===== src/rtl/cpu_pkg.sv =====
// Shared types and constants for the 16-bit CPU sequencer: state encoding,
// opcode values and the bit positions of the instruction fields.
package cpu_pkg;

  typedef enum logic [2:0] {
    S_IDLE,
    S_FETCH,
    S_DECODE,
    S_EXEC,
    S_ALU_WAIT,
    S_WB,
    S_HALT,
    S_FAULT
  } state_e;

  // Opcode values in IR[15:12]; unlisted opcodes execute as NOP.
  localparam logic [3:0] OP_NOP    = 4'h0;
  localparam logic [3:0] OP_ALU_LO = 4'h1;
  localparam logic [3:0] OP_ALU_HI = 4'h7;
  localparam logic [3:0] OP_JMP    = 4'h8;
  localparam logic [3:0] OP_JZ     = 4'h9;
  localparam logic [3:0] OP_HALT   = 4'hF;

  // Instruction field positions.
  localparam int OPC_MSB   = 15;
  localparam int OPC_LSB   = 12;
  localparam int ALUOP_MSB = 14;
  localparam int ALUOP_LSB = 12;
  localparam int TGT_MSB   = 11;
  localparam int TGT_LSB   = 7;

endpackage


===== src/rtl/cpu_seq_decode.sv =====
// Combinational opcode classifier for the sequencer's instruction register.
module cpu_seq_decode
  import cpu_pkg::*;
(
  input  logic [15:0] ir,
  output logic        is_alu,
  output logic        is_jmp,
  output logic        is_jz,
  output logic        is_halt
);

  logic [3:0] opc;
  logic       unused_ir;

  assign opc = ir[OPC_MSB:OPC_LSB];

  // Only the opcode steers control; operand and target bits pass through IR.
  assign unused_ir = ^{ir[TGT_MSB:TGT_LSB], ir[TGT_LSB-1:0]};

  assign is_alu  = (opc >= OP_ALU_LO) && (opc <= OP_ALU_HI);
  assign is_jmp  = (opc == OP_JMP);
  assign is_jz   = (opc == OP_JZ);
  assign is_halt = (opc == OP_HALT);

endmodule


===== src/rtl/cpu_sequencer.sv =====
// Multi-cycle control FSM: fetch, decode, execute via ALU handshake, then
// advance or jump the PC. Outputs are flops loaded from the next state and
// next IR, so each pulse is glitch-free and aligned with its state.
// Optional ALU watchdog: define CPU_SEQ_WATCHDOG_EN to enable the FAULT path.
module cpu_sequencer
  import cpu_pkg::*;
#(
  parameter int TIMEOUT = 64
) (
  input  logic        clk,
  input  logic        rst,
  input  logic        start,
  input  logic [4:0]  pc,
  output logic [4:0]  imem_addr,
  input  logic [15:0] imem_rdata,
  output logic        pc_done,
  output logic        pc_jmp,
  output logic [15:0] pc_instr,
  output logic        alu_start,
  output logic [2:0]  alu_op,
  input  logic        alu_done,
  input  logic        alu_zero,
  output logic        rf_we,
  output logic        busy,
  output logic        halted,
  output logic        fault
);

  state_e      state_q, state_d;
  logic [15:0] ir_q, ir_d;
  logic        zf_q, zf_d;
  logic        pc_done_q, pc_done_d;
  logic        pc_jmp_q, pc_jmp_d;
  logic        alu_start_q, alu_start_d;
  logic        rf_we_q, rf_we_d;
  logic        busy_q, busy_d;
  logic        halted_q, halted_d;
  logic        is_alu, is_jmp, is_jz, is_halt;
  logic        take_jmp;

  // Decode the next IR: it equals the current IR everywhere except DECODE,
  // where it is the word being latched, which is what EXEC outputs need.
  cpu_seq_decode u_dec (
    .ir      (ir_d),
    .is_alu  (is_alu),
    .is_jmp  (is_jmp),
    .is_jz   (is_jz),
    .is_halt (is_halt)
  );

`ifdef CPU_SEQ_WATCHDOG_EN
  localparam int WD_W = $clog2(TIMEOUT + 1);
  localparam logic [WD_W-1:0] WD_LAST = WD_W'(TIMEOUT - 1);

  logic [WD_W-1:0] wd_cnt_q, wd_cnt_d;
  logic            fault_q, fault_d;
  logic            wd_expire;

  // Counter is zero on ALU_WAIT entry and counts each cycle spent there.
  always_comb begin
    wd_cnt_d = '0;
    if (state_q == S_ALU_WAIT) wd_cnt_d = wd_cnt_q + 1'b1;
  end

  // Expires on the cycle the count would reach TIMEOUT.
  assign wd_expire = (wd_cnt_q == WD_LAST);
`else
  logic unused_timeout;
  logic wd_expire;
  assign unused_timeout = (TIMEOUT > 0);
  assign wd_expire      = 1'b0;
`endif

  assign take_jmp = is_jmp || (is_jz && zf_d);

  // Next-state, IR and zero-flag logic plus the registered-output decode.
  always_comb begin
    state_d = state_q;
    ir_d    = ir_q;
    zf_d    = zf_q;
    case (state_q)
      S_IDLE:     if (start) state_d = S_FETCH;
      S_FETCH:    state_d = S_DECODE;
      S_DECODE: begin
        ir_d    = imem_rdata;
        state_d = S_EXEC;
      end
      S_EXEC: begin
        if (is_alu)       state_d = S_ALU_WAIT;
        else if (is_halt) state_d = S_HALT;
        else              state_d = S_WB;
      end
      S_ALU_WAIT: begin
        // alu_done takes priority over a watchdog expiry in the same cycle.
        if (alu_done) begin
          zf_d    = alu_zero;
          state_d = S_WB;
        end else if (wd_expire) begin
          state_d = S_FAULT;
        end
      end
      S_WB:       state_d = S_FETCH;
      S_HALT:     state_d = S_HALT;
      S_FAULT:    state_d = S_FAULT;
      default:    state_d = S_IDLE;
    endcase

    alu_start_d = (state_d == S_EXEC) && is_alu;
    rf_we_d     = (state_d == S_WB) && is_alu;
    pc_jmp_d    = (state_d == S_WB) && take_jmp;
    pc_done_d   = (state_d == S_WB) && !take_jmp;
    busy_d      = (state_d != S_IDLE) && (state_d != S_HALT) && (state_d != S_FAULT);
    halted_d    = (state_d == S_HALT);
  end

`ifdef CPU_SEQ_WATCHDOG_EN
  assign fault_d = (state_d == S_FAULT);
`endif

  // State, IR, flag and output registers; reset drops to IDLE immediately.
  always_ff @(posedge clk or posedge rst) begin
    if (rst) begin
      state_q     <= S_IDLE;
      ir_q        <= '0;
      zf_q        <= 1'b0;
      pc_done_q   <= 1'b0;
      pc_jmp_q    <= 1'b0;
      alu_start_q <= 1'b0;
      rf_we_q     <= 1'b0;
      busy_q      <= 1'b0;
      halted_q    <= 1'b0;
`ifdef CPU_SEQ_WATCHDOG_EN
      wd_cnt_q    <= '0;
      fault_q     <= 1'b0;
`endif
    end else begin
      state_q     <= state_d;
      ir_q        <= ir_d;
      zf_q        <= zf_d;
      pc_done_q   <= pc_done_d;
      pc_jmp_q    <= pc_jmp_d;
      alu_start_q <= alu_start_d;
      rf_we_q     <= rf_we_d;
      busy_q      <= busy_d;
      halted_q    <= halted_d;
`ifdef CPU_SEQ_WATCHDOG_EN
      wd_cnt_q    <= wd_cnt_d;
      fault_q     <= fault_d;
`endif
    end
  end

  assign imem_addr = pc;
  assign pc_instr  = ir_q;
  assign alu_op    = ir_q[ALUOP_MSB:ALUOP_LSB];
  assign pc_done   = pc_done_q;
  assign pc_jmp    = pc_jmp_q;
  assign alu_start = alu_start_q;
  assign rf_we     = rf_we_q;
  assign busy      = busy_q;
  assign halted    = halted_q;
`ifdef CPU_SEQ_WATCHDOG_EN
  assign fault     = fault_q;
`else
  assign fault     = 1'b0;
`endif

endmodule


===== config.mk =====
export PLATFORM = sky130hd
export DESIGN_NAME = cpu_sequencer
export DESIGN_NICKNAME = d
export VERILOG_FILES = /design/src/rtl/cpu_pkg.sv /design/src/rtl/cpu_seq_decode.sv /design/src/rtl/cpu_sequencer.sv
export SDC_FILE = /design/constraint.sdc
export NUM_CORES = 1
export LEC_CHECK = 0
export CAP_MARGIN = 20
export CORE_ASPECT_RATIO = 0.75
export CORE_UTILIZATION = 44
export CTS_CLUSTER_SIZE = 12
export DETAILED_ROUTE_END_ITERATION = 10
export PLACE_DENSITY = 0.83
export SLEW_MARGIN = 20
export SYNTH_ARGS = -nofsm -noshare
export SYNTH_HDL_FRONTEND = slang
export SYNTH_SLANG_ARGS = --single-unit

===== constraint.sdc =====
create_clock -name clk -period 2.36 [get_ports clk]
set_input_delay 0.472 -clock clk [delete_from_list [all_inputs] [get_ports clk]]
set_output_delay 0.472 -clock clk [all_outputs]
set_load 0.02 [all_outputs]

# Yosys cells after proc, flatten, opt, wreduce, memory -nomap -nowiden
# Index checks and enable logic that the tools add are counted.
dict set report totals {
  mem_count 0
  elab_cells 47
  mem_bits_rw 0
  latchBits 0
  regBits 26
  mem_bits_ro 0
}
dict set report op_classes {
  multipliers 0
  shift 0
  n_eq_ne 15
  n_mux 8
  n_reduce_logical 12
  order_cmp 2
  div_mod_pow 0
  bitwise 0
  n_addsub 0
}
# cell count
set op_table {}
lappend op_table {{3-bit case mux with 8 select lines} 1}
lappend op_table {{3-bit equality test, second input constant} 6}
lappend op_table {{16-bit 2-to-1 mux} 1}
lappend op_table {{4-bit equality test, second input constant} 3}
lappend op_table {{3-bit by 2-bit equality test with 1-bit output, second input constant} 3}
lappend op_table {{1-bit logical AND} 8}
lappend op_table {{3-bit 2-to-1 mux} 2}
lappend op_table {{3-bit != test, second input constant} 2}
lappend op_table {{4-bit by 1-bit greater-or-equal comparator with 1-bit output, second input constant} 1}
lappend op_table {{4-bit by 3-bit less-or-equal comparator with 1-bit output, second input constant} 1}
lappend op_table {{2-bit 2-to-1 mux} 2}
lappend op_table {{3-bit by 1-bit equality test with 1-bit output, second input constant} 1}
lappend op_table {{3-bit zero test} 1}
lappend op_table {{3-bit nonzero test} 1}
lappend op_table {{1-bit 2-to-1 mux} 2}
lappend op_table {{1-bit zero test} 1}
lappend op_table {{1-bit logical OR} 1}

# Logic depth before layout (Yosys ltp)
dict set report depth {
  ltp_word 9
  ltp_mapped 5
}

# By module
# Synthesis repeated with hierarchy kept, for this count alone.
dict set report hier_totals {
  hier_cells 94
  hier_area_um2 1252.5
}
# mod area_each_um2 instances seq_area_each_um2 cells_each
set by_module_without_submodules {}
lappend by_module_without_submodules {cpu_sequencer 1216.2 1 650.6 87}
lappend by_module_without_submodules {cpu_seq_decode 36.3 1 0.0 7}

# Worst setup path after synthesis
# Ideal clock, no wire load.
dict set report synth_path {
  path_type {register -> register}
  from {register state_q[0]}
  to {register pc_done_q (netlist: pc_done)}
  setup_ns 0.136
  stages_incl_launch_ff 5
  setup_slack_ns 0.752
  synth_period_minus_slack_ns 1.608
  t_arrival_ns 1.472
  cell_sequence {dfrtp_1 nor3b_4 mux2_2 a221o_1 nor3b_1}
}
dict set report synth_via {
  elab_chain_len 8
}
# element line_no
set synth_lines {}
lappend synth_lines {{start, declared} cpu_sequencer.sv:29} ;# state_e state_q, state_d;
lappend synth_lines {{start signal, assigned} cpu_sequencer.sv:137} ;# state_q <= state_d;
lappend synth_lines {{3-bit by 2-bit equality test with 1-bit output (*)} cpu_sequencer.sv:81} ;# case (state_q)
lappend synth_lines {{16-bit 2-to-1 mux (*)} cpu_sequencer.sv:81}
lappend synth_lines {{via ir_d[12]} cpu_sequencer.sv:30} ;# logic [15:0] ir_q, ir_d;
lappend synth_lines {{4-bit by 1-bit greater-or-equal comparator with 1-bit output (tied with other cells)} cpu_seq_decode.sv:20} ;# assign is_alu = (opc >= OP_ALU_LO) && (opc <= OP_ALU_HI);
lappend synth_lines {{1-bit logical AND / 2-bit 2-to-1 mux (equally long branches)} {cpu_seq_decode.sv:20, cpu_sequencer.sv:90}}
lappend synth_lines {{2-bit 2-to-1 mux} cpu_sequencer.sv:89} ;# if (is_alu) state_d = S_ALU_WAIT;
lappend synth_lines {{3-bit case mux with 8 select lines} cpu_sequencer.sv:81}
lappend synth_lines {{3-bit equality test} cpu_sequencer.sv:111} ;# pc_done_d = (state_d == S_WB) && !take_jmp;
lappend synth_lines {{1-bit logical AND (*)} cpu_sequencer.sv:111}
lappend synth_lines {{via pc_done_d} cpu_sequencer.sv:32} ;# logic pc_done_q, pc_done_d;
lappend synth_lines {{end signal, assigned} cpu_sequencer.sv:140} ;# pc_done_q <= pc_done_d;
lappend synth_lines {{end, declared} cpu_sequencer.sv:32}
# Mark *: on every way through the listed nets, which the timed path passes. The rest lies on a longest branch.
# A chain may end at the register's enable or synchronous reset.

# Worst setup path in the final report
dict set report layout_path {
  from {register state_q[0]}
  to {register alu_start_q (netlist: alu_start)}
}
dict set report layout_via {
  elab_chain_len 8
}
# element line_no
set layout_lines {}
lappend layout_lines {{3-bit by 2-bit equality test with 1-bit output} cpu_sequencer.sv:81}
lappend layout_lines {{16-bit 2-to-1 mux} cpu_sequencer.sv:81}
lappend layout_lines {{4-bit by 1-bit greater-or-equal comparator with 1-bit output (tied with other cells)} cpu_seq_decode.sv:20}
lappend layout_lines {{1-bit logical AND / 2-bit 2-to-1 mux (equally long branches)} {cpu_seq_decode.sv:20, cpu_sequencer.sv:90}}
lappend layout_lines {{2-bit 2-to-1 mux} cpu_sequencer.sv:89}
lappend layout_lines {{3-bit case mux with 8 select lines} cpu_sequencer.sv:81}
lappend layout_lines {{3-bit by 2-bit equality test with 1-bit output} cpu_sequencer.sv:108} ;# alu_start_d = (state_d == S_EXEC) && is_alu;
lappend layout_lines {{1-bit logical AND (*)} cpu_sequencer.sv:108}
lappend layout_lines {{via alu_start_d} cpu_sequencer.sv:34} ;# logic alu_start_q, alu_start_d;
lappend layout_lines {{end signal, assigned} cpu_sequencer.sv:142} ;# alu_start_q <= alu_start_d;
lappend layout_lines {{end, declared} cpu_sequencer.sv:34}
# Marks and branches as above.

==> flow_metrics.py <==
metrics = {
    "status": {
        "status": "complete, no violations",
    },
    "setup_path": {
        "crit_path_end_kind": "register",
        "cp_slowest_cell": "dfrtp_1",
        "cp_top_family": "simple AND/OR/NAND/NOR gates",
        "crit_fanout": 13,
        "worstPathRequired_ps": 2520,
        "slowest_delay_ps": 540,
        "rrSetupSlack_ps": 300,
        "start_kind": "register",
        "r2r_start": "state_q[0]",
        "cp.arrival_ps": 2220,
        "r2r-end": "alu_start",
        "path_class": "reg -> reg",
        "reg2reg_depth": 5,
        "path_cells": "nor3b_4 > buf_4 > mux2i_1 > nand3_1 > nor4b_1",
        "critPathBufInv": 1,
    },
    "finish": {
        "fin_nets": 174,
        "n_antenna_cell": 0,
        "fill_cells": 201,
        "finalNonFillerCells": 183,
        "postLayoutCellArea_mm2": 0.001788,
        "syn2layout_area_growth_pct": 37.80,
        "drive_gt1_share_pct": 10.88,
    },
    "route": {
        "vias": 964,
        "wl_met3_um": 158,
        "dr.pass1.iters": 4,
        "drc": 0,
        "wire_per_inst_um": 15.37,
        "ant_nets": 0,
        "met2_length_um": 1386,
        "met1Wirelength_um": 1225,
        "drt_iter0_markers": 42,
        "finalWirelength_um": 2813,
        "routed_via_density": 5.268,
        "dr.max_layer_used": "met4",
    },
    "yosys": {
        "seq_area_frac_synth_pct": 50.14,
        "synthFlopType": "dfrtp_1",
        "ys_types": 38,
        "synth_common_cells": "dfrtp_1 (26), mux2_1 (10), buf_4 (9), inv_1 (5), nor2_1 (5)",
        "synth_warnings": 0,
        "async_flop_share_pct": 100.0,
        "synth_area_per_cell_um2": 12.13,
        "ys_ff_latch": 26,
        "synthCells": 107,
        "synth-edff-count": 0,
        "synth_area_leaders": "dfrtp_1 (50%), mux2_1 (8.7%), buf_4 (5.2%)",
        "synth_top_area_share_pct": 50.14,
        "syn_area_mm2": 0.001297,
        "yosysMostFrequentCell": "dfrtp_1",
        "syn-num-nets": 133,
        "synth_area_leader_cell": "dfrtp_1",
    },
    "hold_path": {
        "hold_path_class": "reg -> reg",
        "min_from": "pc_instr[4]",
        "hold_end": "pc_instr[4]",
        "hold_depth": 1,
    },
    "flow_run": {
        "max-cap-violations": 0,
    },
    "clocking": {
        "cts.sinks": 26,
        "cts_tree": "built",
        "root_buffer": "clkbuf_8",
        "numCtsBuffers": 3,
        "postCtsSetupBuffers": 0,
        "hold_buffers": 0,
        "clock_path_buffers": 2,
        "htree_levels": 1,
        "cts_resized": 0,
        "clk_pin_slew_ps": 90,
        "insertion_delay_ps": 270,
    },
    "floorplan": {
        "die_w_um": 64.71,
        "dieArea_mm2": 0.003172,
        "die_y_um": 49.03,
        "start_util_pct": 48.01,
        "coreArea_mm2": 0.002703,
        "row_count": 16,
        "io_pins": 57,
    },
    "pwr": {
        "p_leak_nw": 0.7442,
        "p_per_area_mw_per_mm2": 1438,
        "irDropWorstVdd_v": 0.0007296,
    },
    "timing": {
        "rsz0062_at_grt": "no",
        "fmax_mhz": 486.0,
        "setup-violations-final": 0,
        "fin_crit_sh_pct": 87.19,
        "min_period_ps": 2058,
        "slew_violations": 0,
        "hold_violations": 0,
        "layout_setup_ws_ps": 302.3,
        "clock_skew_ps": 2.478,
        "setup_total_negative_slack_ps": 0,
    },
    "global_route": {
        "grt_pass1_wl_um": 4698,
        "grt_pass1_vias": 986,
        "grt-ovfl-total": 0,
        "antenna_found_initial": 0,
        "grtUsageTotal_pct": 19.64,
        "grt_max_degree": 27,
    },
    "placed_design": {
        "dpl_worst_slack_ps": 366.1,
        "post-place-cells": 179,
        "dpl.hpwl_um": 2047,
        "port_buffers": 45,
        "gp_congestion": 0.8377,
        "dpl_cell_area_mm2": 0.001733,
    },
}
cell families (layout without fill, tap and decap cells):
family,after synthesis,in the layout,share of synthesized area [%]
multiplexers,18,18,15.24
XOR/XNOR,2,2,1.350
AND/OR/NAND/NOR,30,30,14.56
flip-flops,26,26,50.14
buffers and inverters,19,59,8.967
other,1,1,0.2890
AO/OA/AOI/OAI,11,11,9.452
metrics by stage:
stage	hold WS (ps)	total power, mW	utilization [%]
after floorplan	446.5	1.729	-
after global placement	466.8	2.247	64.12
after detailed placement	474.9	2.289	64.12
after CTS	495.4	2.579	66.16
after global routing	505.7	2.730	66.16
final	489.9	2.572	66.16
sequential cells by signal (all words and copies together) (netlist names):
register	count
alu_start	1
busy	1
halted	1
pc_done	1
pc_instr	16
pc_jmp	1
rf_we	1
state_q	3
zf_q	1
cells in the final DEF (no fill, tap or decap), drive strengths merged:
cell	count
o21a	1
xnor2	1
inv	5
or4	1
and2	1
nand4bb	1
clkbuf	4
xor2	1
a31oi	1
or3	2
dfrtp	26
conb	1
and4bb	1
nand2	4
a221o	1
o32ai	1
nand3	3
a311oi	1
a32oi	1
nand3b	2
nor3b	2
a21boi	1
o22a	1
nor4b	1
mux2i	4
mux2	14
nor2	5
o21ba	1
nor2b	2
clkdlybuf4s50	45
nor3	3
buf	5
nand2b	2
o211ai	2
power breakdown:
part / internal, mW / leakage, nW / total (mW) / switching, mW
logic: 0.725 / 0.403 / 1.43 / 0.704
clock network: 0.149 / 0.0288 / 0.284 / 0.135
registers: 0.661 / 0.312 / 0.859 / 0.198
total: 1.53 / 0.744 / 2.57 / 1.04
layout make-up:
type,instances,area [µm²],share of cell area (%)
multi-input combinational,62,530.5,29.67
inverter,5,18.77,1.050
timing repair buffer,50,488.0,27.29
clock buffer,4,55.05,3.079
sequential,26,650.6,36.39
tap,36,45.04,2.519
worst max path at each step:
stage          startpoint         to  slack, ps  depth (start not counted)
6_report       state_q[0]  alu_start        300                          5
5_1_grt        state_q[0]  alu_start        120                          5
4_1_cts        state_q[0]  alu_start        350                          5
3_5_place_dp   state_q[0]  alu_start        370                          5
3_3_place_gp   state_q[0]  alu_start        440                          5
2_1_floorplan  state_q[0]    pc_done        750                          4
routing by layer:
metal  vias up  track usage, %
li1        449               -
met1       468           25.11
met2        41           32.47
met3         6           4.206
met4         0           7.407
met5         -               0
No activity file was read; power rests on OpenSTA's default activity.
